## config.mk

```make
export PLATFORM = sky130hd
export DESIGN_NAME = wr_ptr_ctrl_flat
export DESIGN_NICKNAME = d
export VERILOG_FILES = /design/src/rtl/wr_ptr_ctrl_if.sv /design/src/rtl/wr_ptr_ctrl.sv /design/src/flat_wrapper.sv
export SDC_FILE = /design/constraint.sdc
export NUM_CORES = 1
export LEC_CHECK = 0
export CAP_MARGIN = 20
export CORE_UTILIZATION = 30
export CTS_BUF_LIST = sky130_fd_sc_hd__clkbuf_16
export CTS_CLUSTER_SIZE = 25
export DETAILED_ROUTE_END_ITERATION = 10
export PLACE_DENSITY = 0.64
export SLEW_MARGIN = 15
export SYNTH_ARGS = -nofsm -noshare
export SYNTH_HDL_FRONTEND = slang
export SYNTH_SLANG_ARGS = --single-unit
```

## constraint.sdc

```tcl
create_clock -name clock -period 1.9 [get_ports clock]
set_input_delay 0.38 -clock clock [delete_from_list [all_inputs] [get_ports clock]]
set_output_delay 0.38 -clock clock [all_outputs]
set_load 0.02 [all_outputs]
```

## src/rtl/wr_ptr_ctrl_if.sv

```systemverilog
// wr_ptr_ctrl_if: write-side FIFO pointer bundle between wr_ptr_ctrl, the memory write port and full_gen
interface wr_ptr_ctrl_if #(parameter int DEPTH = 8);
  localparam int AW = $clog2(DEPTH);
  logic push;
  logic full;
  logic wdata_valid;
  logic overflow;
  logic [AW-2:0] waddr;
  logic [AW-1:0] wptr_gray;
  logic [AW-1:0] wptr_next_gray;
  logic [AW-1:0] rptr_gray_in;
  logic [AW-1:0] rptr_sync;
  modport master (
    input push, full, rptr_gray_in,
    output wdata_valid, waddr, wptr_gray, wptr_next_gray, rptr_sync, overflow
  );
  modport slave (
    output push, full, rptr_gray_in,
    input wdata_valid, waddr, wptr_gray, wptr_next_gray, rptr_sync, overflow
  );
endinterface

```

## src/rtl/wr_ptr_ctrl.sv

```systemverilog
// wr_ptr_ctrl: write-domain pointer controller of the dual-clock FIFO (binary/Gray write pointer, read-pointer sync)
// Define WR_PTR_OVF_CHK_EN for the sticky overflow flag and the Gray single-step assertion.
module wr_ptr_ctrl #(
  parameter int DEPTH = 8,
  parameter int SYNC_STAGES = 2
) (
  input logic clock,
  input logic resetn,
  wr_ptr_ctrl_if.master bus
);
  localparam int AW = $clog2(DEPTH);
  logic accept;
  logic [AW-1:0] wbin, wbin_next, gray_next, gray_q;
  logic [AW-1:0] sync_q [SYNC_STAGES];
  always_comb begin
    accept = bus.push & ~bus.full;
    wbin_next = wbin + AW'(accept);
    gray_next = wbin_next ^ (wbin_next >> 1);
  end
  assign bus.wdata_valid = accept;
  assign bus.waddr = wbin[AW-2:0];
  assign bus.wptr_next_gray = gray_next;
  assign bus.wptr_gray = gray_q;
  assign bus.rptr_sync = sync_q[SYNC_STAGES-1];
  // The read pointer is asynchronous; only Gray-coded values cross, so each stage sees at most one bit in flight.
  always_ff @(posedge clock) begin
    if (!resetn) begin
      wbin <= '0;
      gray_q <= '0;
      for (int i = 0; i < SYNC_STAGES; i++) sync_q[i] <= '0;
    end else begin
      wbin <= wbin_next;
      gray_q <= gray_next;
      sync_q[0] <= bus.rptr_gray_in;
      for (int i = 1; i < SYNC_STAGES; i++) sync_q[i] <= sync_q[i-1];
    end
  end
`ifdef WR_PTR_OVF_CHK_EN
  logic ovf_q, prev_ok;
  logic [AW-1:0] prev_gray;
  // prev_ok masks the first clock after reset, where the pointer legitimately jumps to zero.
  always_ff @(posedge clock) begin
    prev_gray <= gray_next;
    if (!resetn) begin
      ovf_q <= 1'b0;
      prev_ok <= 1'b0;
    end else begin
      ovf_q <= ovf_q | (bus.push & bus.full);
      prev_ok <= 1'b1;
      if (prev_ok) assert ($countones(gray_next ^ prev_gray) <= 1);
    end
  end
  assign bus.overflow = ovf_q;
`else
  assign bus.overflow = 1'b0;
`endif
endmodule

```

## src/flat_wrapper.sv

```systemverilog
// flat-port wrapper written by rule: the top's interface ports become plain ports
module wr_ptr_ctrl_flat 
#(
  parameter int DEPTH = 8,
  parameter int SYNC_STAGES = 2
)
  (clock, resetn, bus_push, bus_full, bus_rptr_gray_in, bus_wdata_valid, bus_waddr, bus_wptr_gray, bus_wptr_next_gray, bus_rptr_sync, bus_overflow);
  wr_ptr_ctrl_if #(.DEPTH(DEPTH)) bus_i ();
  input logic clock;
  input logic resetn;
  input wire logic [$bits(bus_i.push)-1:0] bus_push;
  input wire logic [$bits(bus_i.full)-1:0] bus_full;
  input wire logic [$bits(bus_i.rptr_gray_in)-1:0] bus_rptr_gray_in;
  output wire logic [$bits(bus_i.wdata_valid)-1:0] bus_wdata_valid;
  output wire logic [$bits(bus_i.waddr)-1:0] bus_waddr;
  output wire logic [$bits(bus_i.wptr_gray)-1:0] bus_wptr_gray;
  output wire logic [$bits(bus_i.wptr_next_gray)-1:0] bus_wptr_next_gray;
  output wire logic [$bits(bus_i.rptr_sync)-1:0] bus_rptr_sync;
  output wire logic [$bits(bus_i.overflow)-1:0] bus_overflow;
  assign bus_i.push = bus_push;
  assign bus_i.full = bus_full;
  assign bus_i.rptr_gray_in = bus_rptr_gray_in;
  assign bus_wdata_valid = bus_i.wdata_valid;
  assign bus_waddr = bus_i.waddr;
  assign bus_wptr_gray = bus_i.wptr_gray;
  assign bus_wptr_next_gray = bus_i.wptr_next_gray;
  assign bus_rptr_sync = bus_i.rptr_sync;
  assign bus_overflow = bus_i.overflow;
  wr_ptr_ctrl #(.DEPTH(DEPTH), .SYNC_STAGES(SYNC_STAGES)) u_core (.clock(clock), .resetn(resetn), .bus(bus_i));
endmodule
```

==> results.py <==
metrics = {
    "status": {
        "status": "finished, final reports clean",
    },
    "final_layout": {
        "drive_gt1_share_pct": 30.2,
        "num_antenna_cells": 0,
        "area_delta_synth_final_pct": 66.9,
        "nNetsFinal": 63,
    },
    "synth": {
        "synth.top_cell.area_share_pct": 54.0,
        "syn_nets": 44,
        "synth.area.top_cells": "dfxtp_1 (54%), and2_1 (15%), buf_4 (9.2%), ha_1 (6.1%), xor3_1 (5.8%)",
        "synth_area_per_cell_um2": 11.7,
        "yosysSeqAreaShare_pct": 54.0,
        "synth_compound_area_share_pct": 0,
        "ys.flop_type": "dfxtp_1",
        "muxShareOfSynthArea_pct": 0,
        "yosysMostFrequentCell": "dfxtp_1",
        "synth-adder-area-share_pct": 6.13,
        "synth-edff-count": 0,
        "synthCells": 35,
        "ys_ff_latch": 11,
        "syn_area_um2": 408,
        "synth_top_family_by_area": "simple AND/OR/NAND/NOR gates",
        "synthSimpleGateAreaFrac_pct": 18.7,
        "ys_warn_count": 0,
        "ys_top_cells_by_count": "dfxtp_1 (11), and2_1 (10), buf_4 (5)",
        "post_synth_num_cell_types": 10,
        "synth_area_leader_cell": "dfxtp_1",
        "postSynth.asyncResetShare_pct": 0,
        "synth-xor-area-share_pct": 10.1,
    },
    "clock_tree": {
        "clk_pin_slew_ps": 40,
        "clock_sinks": 11,
        "clockBufferDepth": 2,
        "cts_tree": "built",
        "clk_latency_ps": 230,
        "root_buffer": "clkbuf_16",
        "htreeDepth": 1,
        "cts_buffers": 3,
        "hold_buffers": 0,
    },
    "floorplan": {
        "core_mm2": 0.00119,
        "die_w_um": 38.9,
        "dieArea_mm2": 0.00151,
        "core.rowCount": 12,
        "start_util_pct": 34.4,
        "dieHeight_um": 38.9,
        "ios": 20,
    },
    "timing": {
        "period_share_pct": 99.3,
        "clock_skew_ps": 0.234,
        "min_period_ps": 1890,
        "setup_viol": 0,
        "slew_violations": 0,
        "hold_ws_ps": 427,
        "worst_slack_ps": 14.0,
        "fmax_mhz": 530,
        "hold_viol_final": 0,
        "rsz0062_at_grt": "yes",
    },
    "min_path": {
        "hp-start": "u_core.sync_q[0][0]",
        "hold_class": "reg -> reg",
    },
    "job": {
        "drv_cap": 0,
    },
    "power": {
        "power_uw": 710,
        "p_leak_nw": 0.301,
        "ir_drop_mv": 0.658,
        "p_per_area_mw_per_mm2": 1040,
    },
    "worst_setup_path": {
        "worstPathCellList": "clkbuf_2 > nor2b_4 > ha_4 > ha_4 > xor3_2 > buf_6",
        "r2r_start": "u_core.wbin[0]",
        "crit_family": "adder cells",
        "worst_setup_path_end_kind": "output pin",
        "cp-start-kind": "input port",
        "worst_path_max_delay_cell": "xor3_2",
        "crit_start": "bus_push",
        "crit_top_cell": "ha_4",
        "cp.arrival_ps": 1510,
        "path_max_fanout": 3,
        "path_buf_inv": 2,
        "worst_ep_required_time_ps": 1520,
        "slowest_delay_ps": 380,
        "path_class": "in -> out",
    },
    "placement": {
        "gp_congestion": 0.496,
        "dp_slack_ps": -909,
        "io_buffers": 18,
    },
    "global_routing": {
        "grtUsageTotal_pct": 12.4,
        "grt_pass1_wl_mm": 1.09,
        "grt_pass1_vias": 241,
        "overflow": 0,
        "antenna_found_initial": 0,
        "grt_max_degree": 12,
    },
    "route": {
        "via_per_inst": 4.07,
        "drt_wl_total_um": 679,
        "drtAntennaViolNets": 0,
        "drt-initial-drc-count": 0,
        "wl_per_cell_um": 10.1,
        "dr.pass1.iters": 1,
        "vias": 273,
        "drc": 0,
    },
}
-- power breakdown --
group | leakage, nW | switching, mW | total (mW) | internal, mW
registers | 0.0908 | 0.00461 | 0.249 | 0.245
clock network | 0.0423 | 0.0938 | 0.369 | 0.275
logic | 0.168 | 0.0417 | 0.0922 | 0.0505
-- cells in the final DEF, fill, tap and decap left out --
cell type | netlist | routed
ha_4 | 0 | 2
inv_1 | 0 | 1
clkbuf_16 | 0 | 3
dfxtp_1 | 11 | 10
dfxtp_2 | 0 | 1
and2_1 | 10 | 10
conb_1 | 1 | 1
nor2b_4 | 0 | 1
clkdlybuf4s50_1 | 0 | 13
xor2_1 | 2 | 2
and2_2 | 1 | 1
buf_4 | 5 | 2
clkbuf_2 | 0 | 2
buf_2 | 0 | 1
clkdlybuf4s15_2 | 0 | 1
buf_6 | 0 | 1
xor3_2 | 0 | 1
-- worst paths after layout --
kind                                  end  slack, ps  depth (start not counted)
setup / recovery    bus_wptr_next_gray[1]         10                          6
hold / removal        u_core.sync_q[0][3]        430                          1
setup reg to reg  u_core.bus.wptr_gray[1]        520                          4
hold reg to reg       u_core.sync_q[0][3]        430                          1
-- through the flow --
| stage | cell area, um2 | TNS (ps) | cells | utilization (%) |
|---|---|---|---|---|
| floorplan | 417 | 0 | 35 | - |
| global placement | 573 | -2460 | 61 | 48.3 |
| detailed placement | 573 | -2610 | 61 | 48.3 |
| CTS | 682 | 0 | 66 | 57.5 |
| global route | 681 | -18.5 | 67 | 57.4 |
| finish | 681 | 0 | 67 | 57.4 |
-- layout make-up --
class | instances | area (um2)
sequential | 11 | 221
clock inverter | 1 | 3.75
timing repair buffer | 20 | 183
tap | 14 | 17.5
fill | 105 | 505
clock buffer | 3 | 75.1
multi-input combinational | 18 | 180
-- worst reg2reg max path, delay by kind of cell (launching register included) --
kind | cells | cell delay, ps
xor gates and xnor gates | 1 | 380
adders and majority gates | 2 | 400
DFF | 1 | 330
and+or+nand+nor | 1 | 170
-- registers in the layout, indices dropped and copies added (netlist names) --
name                  count
u_core.bus.wptr_gray      3
u_core.wbin               2
u_core.sync_q             6
-- timing repair --
item	4_1_cts	5_1_grt
pin swaps	2	3
gates resized for setup	20	3
endpoints found under the hold margin	0	0
setup endpoints to repair	5	2
buffers inserted	1	1
-- cell families (layout without fill, tap and decap cells) --
| group | after synthesis | count (layout) |
|---|---|---|
| xor+xnor | 3 | 3 |
| buf+inv | 6 | 24 |
| simple gates | 12 | 12 |
| other cells | 1 | 1 |
| flops | 11 | 11 |
| fa+ha+maj | 2 | 2 |
-- metal layers --
metal  track usage [%]  vias to the layer above  share of wire (%)
met5                 0                        -                  0
met4              15.5                        0                5.9
met3              5.20                        4                9.3
met2              17.1                       15                 44
met1              12.5                      119                 40
li1                  -                      135                  -
Power figures use the tool's default switching activity.
